==> config.mk <==
export PLATFORM = sky130hd
export DESIGN_NAME = mem_port_arbiter_flat
export DESIGN_NICKNAME = d
export VERILOG_FILES = /design/src/rtl/mem_port_arbiter_if.sv /design/src/rtl/mem_port_arbiter.sv /design/src/flat_wrapper.sv
export SDC_FILE = /design/constraint.sdc
export NUM_CORES = 1
export LEC_CHECK = 0
export ABC_AREA = 1
export BUFFER_PORTS_ARGS = -buffer_cell sky130_fd_sc_hd__buf_2
export CAP_MARGIN = 20
export CORE_AREA = 2 2 165 167
export CTS_CLUSTER_SIZE = 14
export DETAILED_ROUTE_END_ITERATION = 6
export DIE_AREA = 0 0 167 169
export GPL_TIMING_DRIVEN = 0
export PLACE_DENSITY = 0.5
export SYNTH_ARGS = -nofsm -noshare
export SYNTH_HDL_FRONTEND = slang
export SYNTH_SLANG_ARGS = --single-unit
==> constraint.sdc <==
create_clock -name clk -period 3.3 [get_ports clk]
set_input_delay 0.33 -clock clk [delete_from_list [all_inputs] [get_ports clk]]
set_output_delay 0.33 -clock clk [all_outputs]
set_load 0.005 [all_outputs]
==> src/rtl/mem_port_arbiter_if.sv <==
// Generic memory bus carrying either a request (DReq) or a response (DResp).
// A request instance uses valid/addr/wen/wdata/wmask/ready; a response instance uses valid/addr/rdata/error/errty.
interface mem_port_arbiter_if;
    logic        valid;
    logic        ready;
    logic [31:0] addr;
    logic        wen;
    logic [31:0] wdata;
    logic [3:0]  wmask;
    logic [31:0] rdata;
    logic        error;
    logic [1:0]  errty;

    modport req_master (
        output valid, addr, wen, wdata, wmask,
        input  ready
    );
    modport req_slave (
        input  valid, addr, wen, wdata, wmask,
        output ready
    );
    modport resp_master (
        output valid, addr, rdata, error, errty
    );
    modport resp_slave (
        input  valid, addr, rdata, error, errty
    );
endinterface

==> src/rtl/mem_port_arbiter.sv <==
// Two-requester memory port arbiter: ifetch (port 0) and data/MMIO (port 1).
// One outstanding transaction; optional response timeout with access-fault return.
module mem_port_arbiter #(
    parameter bit          ROUND_ROBIN    = 1'b1,
    parameter int unsigned TIMEOUT_CYCLES = 0
) (
    input  logic                   clk,
    input  logic                   reset,
    mem_port_arbiter_if.req_slave   ireq,
    mem_port_arbiter_if.resp_master iresp,
    mem_port_arbiter_if.req_slave   dreq,
    mem_port_arbiter_if.resp_master dresp,
    mem_port_arbiter_if.req_master  memreq,
    mem_port_arbiter_if.resp_slave  memresp,
    output logic                   grant,
    output logic                   busy
);

    localparam int CW = (TIMEOUT_CYCLES == 0) ? 1 : $clog2(TIMEOUT_CYCLES + 1);
    localparam logic [CW-1:0] LIMIT =
        CW'((TIMEOUT_CYCLES == 0) ? 0 : TIMEOUT_CYCLES - 1);
    localparam logic [1:0] FE_ACCESS_FAULT = 2'd1;

    typedef enum logic [1:0] {
        IDLE,
        WAIT_READY,
        WAIT_VALID,
        DRAIN
    } state_t;

    state_t      state, state_nx;
    logic        last_grant;
    logic [CW-1:0] cnt;
    logic [31:0] lat_addr;
    logic [31:0] lat_wdata;
    logic        lat_wen;
    logic [3:0]  lat_wmask;

    logic        pick;
    logic        accept;
    logic        mem_valid;
    logic        resp_valid;
    logic [31:0] resp_rdata;
    logic        resp_error;
    logic [1:0]  resp_errty;
    logic        timeout_hit;

    always_comb begin
        pick = dreq.valid;
        if (ireq.valid && dreq.valid)
            pick = ROUND_ROBIN ? ~last_grant : 1'b0;
    end

    assign accept      = (state == IDLE) && (ireq.valid || dreq.valid);
    assign timeout_hit = (TIMEOUT_CYCLES != 0) && (cnt == LIMIT);

    // Ready is masked during reset so all handshake outputs drop immediately.
    assign ireq.ready = accept && !pick && !reset;
    assign dreq.ready = accept &&  pick && !reset;

    always_ff @(posedge clk or posedge reset) begin
        if (reset) state <= IDLE;
        else       state <= state_nx;
    end

    always_comb begin
        state_nx   = state;
        mem_valid  = 1'b0;
        resp_valid = 1'b0;
        resp_rdata = '0;
        resp_error = 1'b0;
        resp_errty = '0;
        unique case (state)
            IDLE: begin
                if (accept) state_nx = WAIT_READY;
            end
            WAIT_READY: begin
                mem_valid = 1'b1;
                if (memreq.ready) state_nx = WAIT_VALID;
            end
            WAIT_VALID: begin
                if (memresp.valid) begin
                    resp_valid = 1'b1;
                    resp_rdata = memresp.rdata;
                    resp_error = memresp.error;
                    resp_errty = memresp.errty;
                    state_nx   = IDLE;
                end else if (timeout_hit) begin
                    resp_valid = 1'b1;
                    resp_error = 1'b1;
                    resp_errty = FE_ACCESS_FAULT;
                    state_nx   = DRAIN;
                end
            end
            DRAIN: begin
                if (memresp.valid) state_nx = IDLE;
            end
            default: state_nx = IDLE;
        endcase
    end

    always_ff @(posedge clk or posedge reset) begin
        if (reset) begin
            grant      <= 1'b0;
            last_grant <= 1'b1;
            cnt        <= '0;
            lat_addr   <= '0;
            lat_wdata  <= '0;
            lat_wen    <= 1'b0;
            lat_wmask  <= '0;
        end else begin
            if (accept) begin
                grant      <= pick;
                last_grant <= pick;
                lat_addr   <= pick ? dreq.addr  : ireq.addr;
                lat_wdata  <= pick ? dreq.wdata : ireq.wdata;
                lat_wen    <= pick ? dreq.wen   : ireq.wen;
                lat_wmask  <= pick ? dreq.wmask : ireq.wmask;
            end
            // Counter saturates rather than wrapping.
            if (state == WAIT_READY && memreq.ready)
                cnt <= '0;
            else if (state == WAIT_VALID && cnt != '1)
                cnt <= cnt + 1'b1;
        end
    end

    assign memreq.valid = mem_valid;
    assign memreq.addr  = lat_addr;
    assign memreq.wen   = lat_wen;
    assign memreq.wdata = lat_wdata;
    assign memreq.wmask = lat_wmask;

    assign iresp.valid = resp_valid && !grant;
    assign iresp.addr  = lat_addr;
    assign iresp.rdata = resp_rdata;
    assign iresp.error = resp_error;
    assign iresp.errty = resp_errty;

    assign dresp.valid = resp_valid && grant;
    assign dresp.addr  = lat_addr;
    assign dresp.rdata = resp_rdata;
    assign dresp.error = resp_error;
    assign dresp.errty = resp_errty;

    assign busy = (state != IDLE);

endmodule

==> src/flat_wrapper.sv <==
// flat-port wrapper written by rule: the top's interface ports become plain ports
module mem_port_arbiter_flat 
#(
    parameter bit          ROUND_ROBIN    = 1'b1,
    parameter int unsigned TIMEOUT_CYCLES = 0
)
  (clk, reset, grant, busy, ireq_valid, ireq_addr, ireq_wen, ireq_wdata, ireq_wmask, ireq_ready, iresp_valid, iresp_addr, iresp_rdata, iresp_error, iresp_errty, dreq_valid, dreq_addr, dreq_wen, dreq_wdata, dreq_wmask, dreq_ready, dresp_valid, dresp_addr, dresp_rdata, dresp_error, dresp_errty, memreq_valid, memreq_addr, memreq_wen, memreq_wdata, memreq_wmask, memreq_ready, memresp_valid, memresp_addr, memresp_rdata, memresp_error, memresp_errty);
  mem_port_arbiter_if ireq_i ();
  mem_port_arbiter_if iresp_i ();
  mem_port_arbiter_if dreq_i ();
  mem_port_arbiter_if dresp_i ();
  mem_port_arbiter_if memreq_i ();
  mem_port_arbiter_if memresp_i ();
  input  logic clk;
  input  logic reset;
  output logic grant;
  output logic busy;
  input wire logic [$bits(ireq_i.valid)-1:0] ireq_valid;
  input wire logic [$bits(ireq_i.addr)-1:0] ireq_addr;
  input wire logic [$bits(ireq_i.wen)-1:0] ireq_wen;
  input wire logic [$bits(ireq_i.wdata)-1:0] ireq_wdata;
  input wire logic [$bits(ireq_i.wmask)-1:0] ireq_wmask;
  output wire logic [$bits(ireq_i.ready)-1:0] ireq_ready;
  output wire logic [$bits(iresp_i.valid)-1:0] iresp_valid;
  output wire logic [$bits(iresp_i.addr)-1:0] iresp_addr;
  output wire logic [$bits(iresp_i.rdata)-1:0] iresp_rdata;
  output wire logic [$bits(iresp_i.error)-1:0] iresp_error;
  output wire logic [$bits(iresp_i.errty)-1:0] iresp_errty;
  input wire logic [$bits(dreq_i.valid)-1:0] dreq_valid;
  input wire logic [$bits(dreq_i.addr)-1:0] dreq_addr;
  input wire logic [$bits(dreq_i.wen)-1:0] dreq_wen;
  input wire logic [$bits(dreq_i.wdata)-1:0] dreq_wdata;
  input wire logic [$bits(dreq_i.wmask)-1:0] dreq_wmask;
  output wire logic [$bits(dreq_i.ready)-1:0] dreq_ready;
  output wire logic [$bits(dresp_i.valid)-1:0] dresp_valid;
  output wire logic [$bits(dresp_i.addr)-1:0] dresp_addr;
  output wire logic [$bits(dresp_i.rdata)-1:0] dresp_rdata;
  output wire logic [$bits(dresp_i.error)-1:0] dresp_error;
  output wire logic [$bits(dresp_i.errty)-1:0] dresp_errty;
  output wire logic [$bits(memreq_i.valid)-1:0] memreq_valid;
  output wire logic [$bits(memreq_i.addr)-1:0] memreq_addr;
  output wire logic [$bits(memreq_i.wen)-1:0] memreq_wen;
  output wire logic [$bits(memreq_i.wdata)-1:0] memreq_wdata;
  output wire logic [$bits(memreq_i.wmask)-1:0] memreq_wmask;
  input wire logic [$bits(memreq_i.ready)-1:0] memreq_ready;
  input wire logic [$bits(memresp_i.valid)-1:0] memresp_valid;
  input wire logic [$bits(memresp_i.addr)-1:0] memresp_addr;
  input wire logic [$bits(memresp_i.rdata)-1:0] memresp_rdata;
  input wire logic [$bits(memresp_i.error)-1:0] memresp_error;
  input wire logic [$bits(memresp_i.errty)-1:0] memresp_errty;
  assign ireq_i.valid = ireq_valid;
  assign ireq_i.addr = ireq_addr;
  assign ireq_i.wen = ireq_wen;
  assign ireq_i.wdata = ireq_wdata;
  assign ireq_i.wmask = ireq_wmask;
  assign ireq_ready = ireq_i.ready;
  assign iresp_valid = iresp_i.valid;
  assign iresp_addr = iresp_i.addr;
  assign iresp_rdata = iresp_i.rdata;
  assign iresp_error = iresp_i.error;
  assign iresp_errty = iresp_i.errty;
  assign dreq_i.valid = dreq_valid;
  assign dreq_i.addr = dreq_addr;
  assign dreq_i.wen = dreq_wen;
  assign dreq_i.wdata = dreq_wdata;
  assign dreq_i.wmask = dreq_wmask;
  assign dreq_ready = dreq_i.ready;
  assign dresp_valid = dresp_i.valid;
  assign dresp_addr = dresp_i.addr;
  assign dresp_rdata = dresp_i.rdata;
  assign dresp_error = dresp_i.error;
  assign dresp_errty = dresp_i.errty;
  assign memreq_valid = memreq_i.valid;
  assign memreq_addr = memreq_i.addr;
  assign memreq_wen = memreq_i.wen;
  assign memreq_wdata = memreq_i.wdata;
  assign memreq_wmask = memreq_i.wmask;
  assign memreq_i.ready = memreq_ready;
  assign memresp_i.valid = memresp_valid;
  assign memresp_i.addr = memresp_addr;
  assign memresp_i.rdata = memresp_rdata;
  assign memresp_i.error = memresp_error;
  assign memresp_i.errty = memresp_errty;
  mem_port_arbiter #(.ROUND_ROBIN(ROUND_ROBIN), .TIMEOUT_CYCLES(TIMEOUT_CYCLES)) u_core (.clk(clk), .reset(reset), .ireq(ireq_i), .iresp(iresp_i), .dreq(dreq_i), .dresp(dresp_i), .memreq(memreq_i), .memresp(memresp_i), .grant(grant), .busy(busy));
endmodule
Yosys cells after proc, flatten, opt, wreduce, memory -nomap -nowiden

Cells that the tools add are included.

Bits in registers: 73
Bits of input ports: 211

Equality and inequality tests: 6
Muxes and demuxes: 18
Bitwise gates (word level): 1
Reductions and logical operators: 16

Operators with widths:

| operator                                                              | count |
|---|---|
| 32-bit 2-to-1 mux                                                     | 4 |
| 2-bit 2-to-1 mux                                                      | 5 |
| 1-bit logical AND                                                     | 8 |
| 1-bit 2-to-1 mux                                                      | 7 |
| 2-bit one-hot mux with 3 select lines                                 | 1 |
| 2-bit equality test, second input constant                            | 2 |
| 4-bit 2-to-1 mux                                                      | 1 |
| 2-bit by 1-bit != test with 1-bit output, second input constant       | 2 |
| 1-bit logical NOT                                                     | 3 |
| 3-bit AND reduction                                                   | 1 |
| 2-bit by 1-bit equality test with 1-bit output, second input constant | 1 |
| 2-bit logical NOT                                                     | 1 |
| 2-bit != test, second input constant                                  | 1 |
| 2-bit nonzero test                                                    | 1 |
| 2-bit OR reduction                                                    | 1 |
| 1-bit logical OR                                                      | 1 |
| 1-bit inverter                                                        | 1 |

Longest topological paths before layout

Gate-level depths: netlist of run 1.

Depth after elaboration: 5
Gate-level depth with buffers: 7
Mapped depth without buffers: 6

Worst setup path before layout of run 1

Ideal clock, no wire load.

Path kind: flip-flop to output port
Start: register u_core.state[0]
End: output iresp_rdata[10]
Arrival: 1.125 ns
Setup slack: 1.845 ns
Cell stages (with the launch flop): 6
Path buffers: 2
Path through: dfrtp_1 nor2_1 nand2_1 buf_2 nor2_1 buf_4

Word-level cells in the longest chain between the ends: 2

Ends and longest elaborated chain:

| item                     | RTL line               | RTL |
|---|---|---|
| start: declaration       | mem_port_arbiter.sv:31 | `state_t state, state_nx;` |
| start signal: assignment | mem_port_arbiter.sv:63 | `else state <= state_nx;` |
| 2-bit equality test      | --                     |  |
| 32-bit 2-to-1 mux        | mem_port_arbiter.sv:73 | `unique case (state)` |
| end: declaration         | flat_wrapper.sv:26     | `output wire logic [$bits(iresp_i.rdata)-1:0] iresp_rdata;` |

Every way passes these cells.

Final worst setup path of run 1

Start: register u_core.state[1]
End: output iresp_rdata[7]

The elaborated chain is that of the path after synthesis.

==> results of run 1 <==
## cell usage after synthesis
| library cell | instances | share of area (%) |
|---|---|---|
| buf_1 | 1 | 0.078 |
| buf_2 | 25 | 2.6 |
| buf_4 | 101 | 16 |
| clkbuf_1 | 11 | 0.86 |
| dfrtp_1 | 72 | 38 |
| dfstp_2 | 1 | 0.55 |
| inv_1 | 40 | 3.1 |
| inv_2 | 1 | 0.078 |
| nand2_1 | 353 | 28 |
| nand2_2 | 2 | 0.26 |
| nand3_1 | 71 | 7.4 |
| nor2_1 | 41 | 3.2 |
| nor2_2 | 1 | 0.13 |
| nor2_4 | 1 | 0.23 |
| o21ai_0 | 2 | 0.21 |
| o21ai_2 | 1 | 0.18 |
| or2_2 | 1 | 0.13 |
## what timing repair did
action	in CTS	in global routing
hold buffers	1	0
endpoints found under the hold margin	8	0
endpoints found under the setup margin	0	0
## cell usage in the layout (no fill, tap or decap), drive strengths merged
master,count
buf,515
dlygate4sd3,1
nand2,355
o21ai,3
or2,1
dfrtp,72
clkbuf,22
clkinv,4
nor2,43
inv,41
clkinvlp,1
nand3,71
dfstp,1
## area by class of cell
class	instances	share of cell area (%)
Inverter	41	2.092
Clock inverter	5	0.4183
Multi-Input combinational cell	473	25.27
Buffer	138	12.42
Tap cell	341	5.706
Clock buffer	11	3.246
Sequential cell	73	24.45
Timing Repair Buffer	389	26.41
## report_power, final
group	switching (mW)	internal, mW	leakage (nW)
clock	0.409	0.528	0.135
combinational	1.54	1.53	3.89
sequential	0.377	1.33	0.907
## kinds of logic after synthesis
logic type	after synthesis	share of synthesized area, %
flops	73	38.09
simple gates	470	38.97
buf+inv	179	22.55
compound gates	3	0.3911
## registers in the layout, indices dropped and copies added (netlist names)
name                 count
u_core.memreq.wmask      4
u_core.grant             1
u_core.dresp.addr       32
u_core.memreq.wen        1
u_core.memreq.wdata     32
u_core.last_grant        1
u_core.state             2
## worst register-to-register path, delay by kind of cell, from the launching register on
family,cells,cell delay (ns)
buffers and inverters,1,0.31
flip-flops,1,0.53
AND/OR/NAND/NOR,6,0.76
## metrics by stage
step	TNS (ns)	total power, mW
2_1_floorplan	0	3.348
3_3_place_gp	-9.147	4.841
3_5_place_dp	0	4.864
4_1_cts	0	5.857
5_1_grt	0	6.211
6_report	0	5.710
## metal layers
metal	part of all wire (%)	vias up	routed length (um)	track usage, %
met5	0.062	-	13	0
met4	1.5	2	315	3.636
met3	8.2	19	1724	3.998
met2	51	258	10710	25.98
met1	40	2544	8374	16.56
li1	-	2887	-	-
## worst max path at each step
stage	endpoint	slack, ns	cells after the start
finish	iresp_rdata[7]	0.90	7
global route	iresp_rdata[7]	0.71	7
CTS	iresp_rdata[7]	0.82	7
detailed placement	iresp_rdata[7]	1.21	6
global placement	u_core.dresp.addr[18]	-0.14	2
floorplan	u_core.dresp.addr[0]	1.12	1
==> results list, run 1 <==
* Critical Path Source: u_core.state[1]
- Setup repair after global routing left no endpoint under its margin.
- Max-cap violations in this run came to 0.
- For this run, the number of Yosys warnings is 0.
- On the final layout, the worst clock skew is 0.01108 ns.
- Type of the worst setup path: flip-flop to output port
- The HPWL after detailed placement is 16970 um.
* CP max-delay cell: dfrtp_1
- Clock Tree Root: clkbuf_16
- CP cell instances: inv_1 > nor2_1 > nand2_1 > buf_2 > nor2_1 > buf_4 > buf_2
* Final Routed Wirelength: 21130 um
- From left edge to right edge, the die measures approximately 170 um.
- Number of buffers created by CTS: 9
* Count of filler cells inserted in the layout: 2979
- For the pin with the worst max-slew slack, the measured transition is 0.7045 ns.
- Sum of buffers and inverters on the critical path: 4
* Distinct cells, synth: 17
* Post-route standard cell area excluding fillers: 7477 sq um
- The number of global-route vias before repair came to approximately 5300.
* Storage element area: ~1800 sq um
- The largest single stage delay on the critical path is 0.38 ns.
* Maximum ir drop on the vdd rail: about 0.00022 V
- The hold violation count in the final report is 0.
- Routed wire per std cell: 14.37 um
- Via Count: 5710
* Worst skew pair latency: 0.34 ns
- Run status: complete, no violations
- In the final layout, the share of cells above drive strength 1 is 47.61%.
- The worst pin sits at a relative slew slack of 53.04%.
- Critical Path Sink Type: output port
- Startpoint of the worst hold path: ireq_addr[7]
- The worst register-to-register path begins at u_core.last_grant.
- STA puts the critical path data required time at 2.97 ns.
- Counting tap cells, the placed design contains a total of 1454 instances.
* Worst Hold Path EP: u_core.dresp.addr[7]
- Utilization of the core after routing: 28.22%
- Post-CTS clock slew at the launch and capture registers of the worst setup and hold paths: about 0.070 ns
* Cells after synthesis: 725
* Clock tree from TritonCTS: done
- Area of the core: 26500 sq um
* Largest net degree at the start of global routing: 66
- Dividing the final minimum period by the clock period gives 72.62%.
- For this run, the post-layout net count is 1336.
- Starting Density: 18.11%
- Cell area after placement: a little over 7000 sq um
- Area delta synth->final: 55.79%
- Bufs on Longest Clock Path: 2
* Critical path data arrival time: 2.07 ns
- CTS sink count: between 70 and 80
* Buffers inserted by post-CTS timing repair: 0
- Overall global routing resource usage: 14.31%
- Crit path launch type: flip-flop
* Placement Setup Slack: ~1.2 ns
- Pwr Density: 763.7 nW/um^2
- Total area of multi-input combinational cells: ~1900 sq um
- Antenna-violating nets left: 0
* Min cycle time layout: 2.397 ns
- Length of the first detailed-routing pass in iterations: 6
- The first global-routing pass estimated between 30000 and 40000 um of wire.
- Top-level port count: 421
- LEAKAGE: around 5 nW
- DR iter-0 viols: 236
- Setup violations remaining at the end of the flow were counted as 0.
- When the netlist entered floorplanning its net count stood at 936.
- The die covers between 20000 and 30000 sq um.
- Std-Cell Rows: 60
- Sequential elements use 38.09% of the synthesized area.
- Worst path top cell family by delay: buffers and inverters
* CTS resizes: 0
- DRC violation count after routing: 0
* Post-Syn Area: around 4800 sq um
* CTS H-tree lvls: 3
* Max Freq: 0.4173 GHz
- The final-report max-slew violation count was 0.
* R2r endpoint: u_core.dresp.addr[21]
- Measured along the y axis, the die boundary spans 169 um.
- Maximum fanout count along the critical path: 10
* Count of input and output buffers: 387
* Cells on Worst Hold Path: 5
- For flop-to-flop paths, the worst setup slack is 1.64 ns.
- GR Overflow Total: 0
* Worst slack on hold paths: approximately 0.27 ns
* Worst hold path type: input port to flip-flop
* Post-synthesis register bit count: 73
- The average instance in the mapped netlist occupies 6.620 sq um.
- At the end of routability-driven placement, the weighted congestion stood at approximately 0.84.
- For the worst flop-to-flop path, the logic depth is 7.
- Antenna violations before repair: 1
* Setup WS post-layout: 0.9035 ns
* Final standard cell count with taps included and fillers excluded: 1471
* ANT cells: 0
* Average via count per standard cell: 3.882
Power figures use the tool's default switching activity.
==> run 2: changes to the inputs <==
--- a/config.mk
+++ b/config.mk
@@ -8,12 +8,12 @@
 export ABC_AREA = 1
 export BUFFER_PORTS_ARGS = -buffer_cell sky130_fd_sc_hd__buf_2
 export CAP_MARGIN = 20
-export CORE_AREA = 2 2 165 167
+export CORE_AREA = 2 2 162 164
 export CTS_CLUSTER_SIZE = 14
 export DETAILED_ROUTE_END_ITERATION = 6
-export DIE_AREA = 0 0 167 169
+export DIE_AREA = 0 0 164 166
 export GPL_TIMING_DRIVEN = 0
-export PLACE_DENSITY = 0.5
+export PLACE_DENSITY = 0.51
 export SYNTH_ARGS = -nofsm -noshare
 export SYNTH_HDL_FRONTEND = slang
 export SYNTH_SLANG_ARGS = --single-unit
==> constraint.sdc (replaced) <==
create_clock -name clk -period 2.3 [get_ports clk]
set_input_delay 0.23 -clock clk [delete_from_list [all_inputs] [get_ports clk]]
set_output_delay 0.23 -clock clk [all_outputs]
set_load 0.005 [all_outputs]
==> run 2 against run 1 <==
Compared with the run above:
- total power rose by 48%
- utilization increased by 1.1 points
- die area fell by 3.5%
- flip-flop and latch count is the same
- hold slack got worse by 0.099 ns
- largest cell class unchanged
==> results list, run 2 (synthesis results as in run 1) <==
* Overall Power: 8.436 mW
- After detailed routing, the total wire length is approximately 21000 um.
- In this run the most critical hold path is launched from ireq_wdata[14].
* Layout cells sized above 1: a little under half
* Via Count: 5749
- The die is 166 um tall.
- Dividing the detail-routed wire length by the instance count gives 14.67 um.
- Area delta synth->final: 56.67%
- TritonCTS built the clock tree.
- Post-CTS clock slew at the launch and capture registers of the worst setup and hold paths: 0.07 ns
- For the worst setup path, the data arrival time is about 1.9 ns.
- The final-report max-slew violation count came to 0.
- Number of violations of the max-capacitance limit: 0
- In the final layout, the multi-input gates occupy 1892 sq um.
* Clock Tree Root: clkbuf_16
* Setup repair after global routing missed its margin: false
- Number of buffers created by CTS: 9
* Most frequent standard cell in the layout excluding fill and tap cells: buf_2
- CTS sink count: 73
- Final weighted congestion in routability-driven placement: around 0.91
- Fill cells in the final layout number 2898.
- DR iter-0 viols: 231
- Count of nets after finishing: 1336
* Final cycle utilization of the critical path: 94.03%
- In this run the count of I/O pins placed on the die edge is 421.
- The hold violation count in the final report was 0.
* Number of global-route vias before repair: 5422
- R2r endpoint: u_core.memreq.wdata[13]
* Setup violation total in the final timing report: 0
- CTS H-tree lvls: 3
- The worst hold path belongs to the class input port to flip-flop.
- The worst register-to-register path has a depth of 7.
- Timing would allow up to 0.4624 GHz.
- The first global-routing pass estimated 31670 um of wire.
* Starting Density: between 10% and 20%
- In this run, placement finished with an instance count of 1448.
- Of all nets on the critical path, the largest fanout is 10.
- For hold timing, the worst endpoint is u_core.memreq.wdata[14].
- Worst skew pair latency: ~0.34 ns
- In the final layout, flip-flops and latches occupy 1828 sq um.
- The pre-antenna-repair detailed-routing pass consisted of 4 iterations.
* Type of the worst setup path: flip-flop to output port
* Setup Skew: approximately 0.0076 ns
- Count of input and output buffers: between 300 and 400
- Length of routed wiring on met1: 8594 um
- ANT cells: 0
- Dividing total power by cell area gives a power density of 1122 nW/um^2.
- Counting instances, the worst hold path has a depth of 5.
- Average via count per standard cell: ~3.9
* Utilization of the core after routing: between 20 and 30%
- Critical Path Sink Type: output port
- Total met3 wirelength after detailed routing: 1715 um
- Die X-Extent: 164 um
- GR Overflow Total: 0
- After layout, the minimum clock period comes to 2.163 ns.
* Die footprint: 27220 sq um
* Worst rel slew slack: roughly 53%
- After floorplanning, the core was divided into about 60 placement rows.
- The detail route stage leaves a number of antenna-violating nets equal to 0.
- Launch point of the worst reg-to-reg path: u_core.last_grant
- The worst setup path is launched from a flip-flop.
- After clock tree synthesis, the setup repair step added 0 buffers.
- In the layout the commonest cells are buf_2 (412), nand2_1 (352), buf_4 (101).
* Bufs on Longest Clock Path: 2
* Uppermost layer routed: met5
* Detailed-routed wire length on met2: 10830 um
- Once layout is complete, the cells apart from fillers number 1465.
* Slew at the pin with the worst max-slew slack: 0.7117 ns
- LEAKAGE: 4.942 nW
* Worst slack on hold paths: 0.1674 ns
- The number of antenna violations at the first check in global routing is 1.
- Once detailed placement completed, the half-perimeter wirelength came to about 17000 um.
* DRC violation count after routing: 0
- Overall global routing resource usage: 15.38%
* Endpoint required time on the critical path: 2.07 ns
- Run status: complete, no violations
* Area of the core: 25620 sq um
- Maximum ir drop on the vdd rail: 0.0003975 V
* Internal reg-to-reg setup slack: 0.62 ns
* Largest net degree at the start of global routing: 40
run 2: cell types whose count changed in the layout (fill, tap and decap cells not counted), sizes merged:
cell,previous run,this run
bufinv,0,2
clkbuf,22,21
clkinv,4,2
clkinvlp,1,2
run 2: repair_timing:
| action | CTS | global route |
|---|---|---|
| gates resized for setup | 1 | 0 |
| hold buffers | 1 | 0 |
| endpoints found under the hold margin | 33 | 0 |
| setup endpoints to repair | 15 | 0 |
run 2: final cells by class:
| type | instances | share of cell area [%] |
|---|---|---|
| repair buffers | 389 | 26.26 |
| clock inverters | 6 | 1.231 |
| inverters | 41 | 2.080 |
| plain buffers | 138 | 12.35 |
| clock buffers | 10 | 3.045 |
| flip-flops and latches | 73 | 24.31 |
| well taps | 335 | 5.574 |
| multi-input cells | 473 | 25.16 |
run 2: through the flow:
| step | setup slack (ns) | setup TNS [ns] | area [sq um] |
|---|---|---|---|
| 2_1_floorplan | 0.2184 | 0 | 4800 |
| 3_3_place_gp | -1.118 | -80.12 | 7156 |
| 3_5_place_dp | 0.2526 | 0 | 7186 |
| 4_1_cts | 0.06100 | 0 | 7520 |
| 5_1_grt | 0.006585 | 0 | 7520 |
| 6_report | 0.1374 | 0 | 7520 |
run 2: report_power, final:
group	internal, mW	switching [mW]	leakage, nW
Sequential	1.90	0.563	0.907
Clock	0.955	0.600	0.149
Combinational	2.19	2.22	3.89
Total	5.05	3.38	4.94
run 2: per-layer routing:
metal  vias up  global-route usage [%]
li1       2887                       -
met5         -                       0
met1      2587                   17.93
met2       254                   27.73
met4         2                   4.005
met3        19                   3.946
run 2: how the worst max path moves through the flow:
stage	start	to	slack [ns]	cells past startpoint
after floorplan	reset	u_core.dresp.addr[0]	0.22	1
after global placement	reset	u_core.dresp.addr[16]	-1.12	2
after detailed placement	u_core.state[0]	iresp_rdata[7]	0.25	6
after CTS	u_core.state[0]	iresp_rdata[7]	0.06	6
after global routing	u_core.state[1]	iresp_rdata[6]	0.007	7
final	u_core.state[1]	iresp_rdata[7]	0.14	7
run 2: critical path: stages, from the launching register on:
cell and delay (ns):
dfrtp_1 0.37, inv_1 0.08, nor2_1 0.11, nand2_2 0.21, buf_2 0.28, nor2_1 0.28, buf_4 0.16, buf_2 0.10
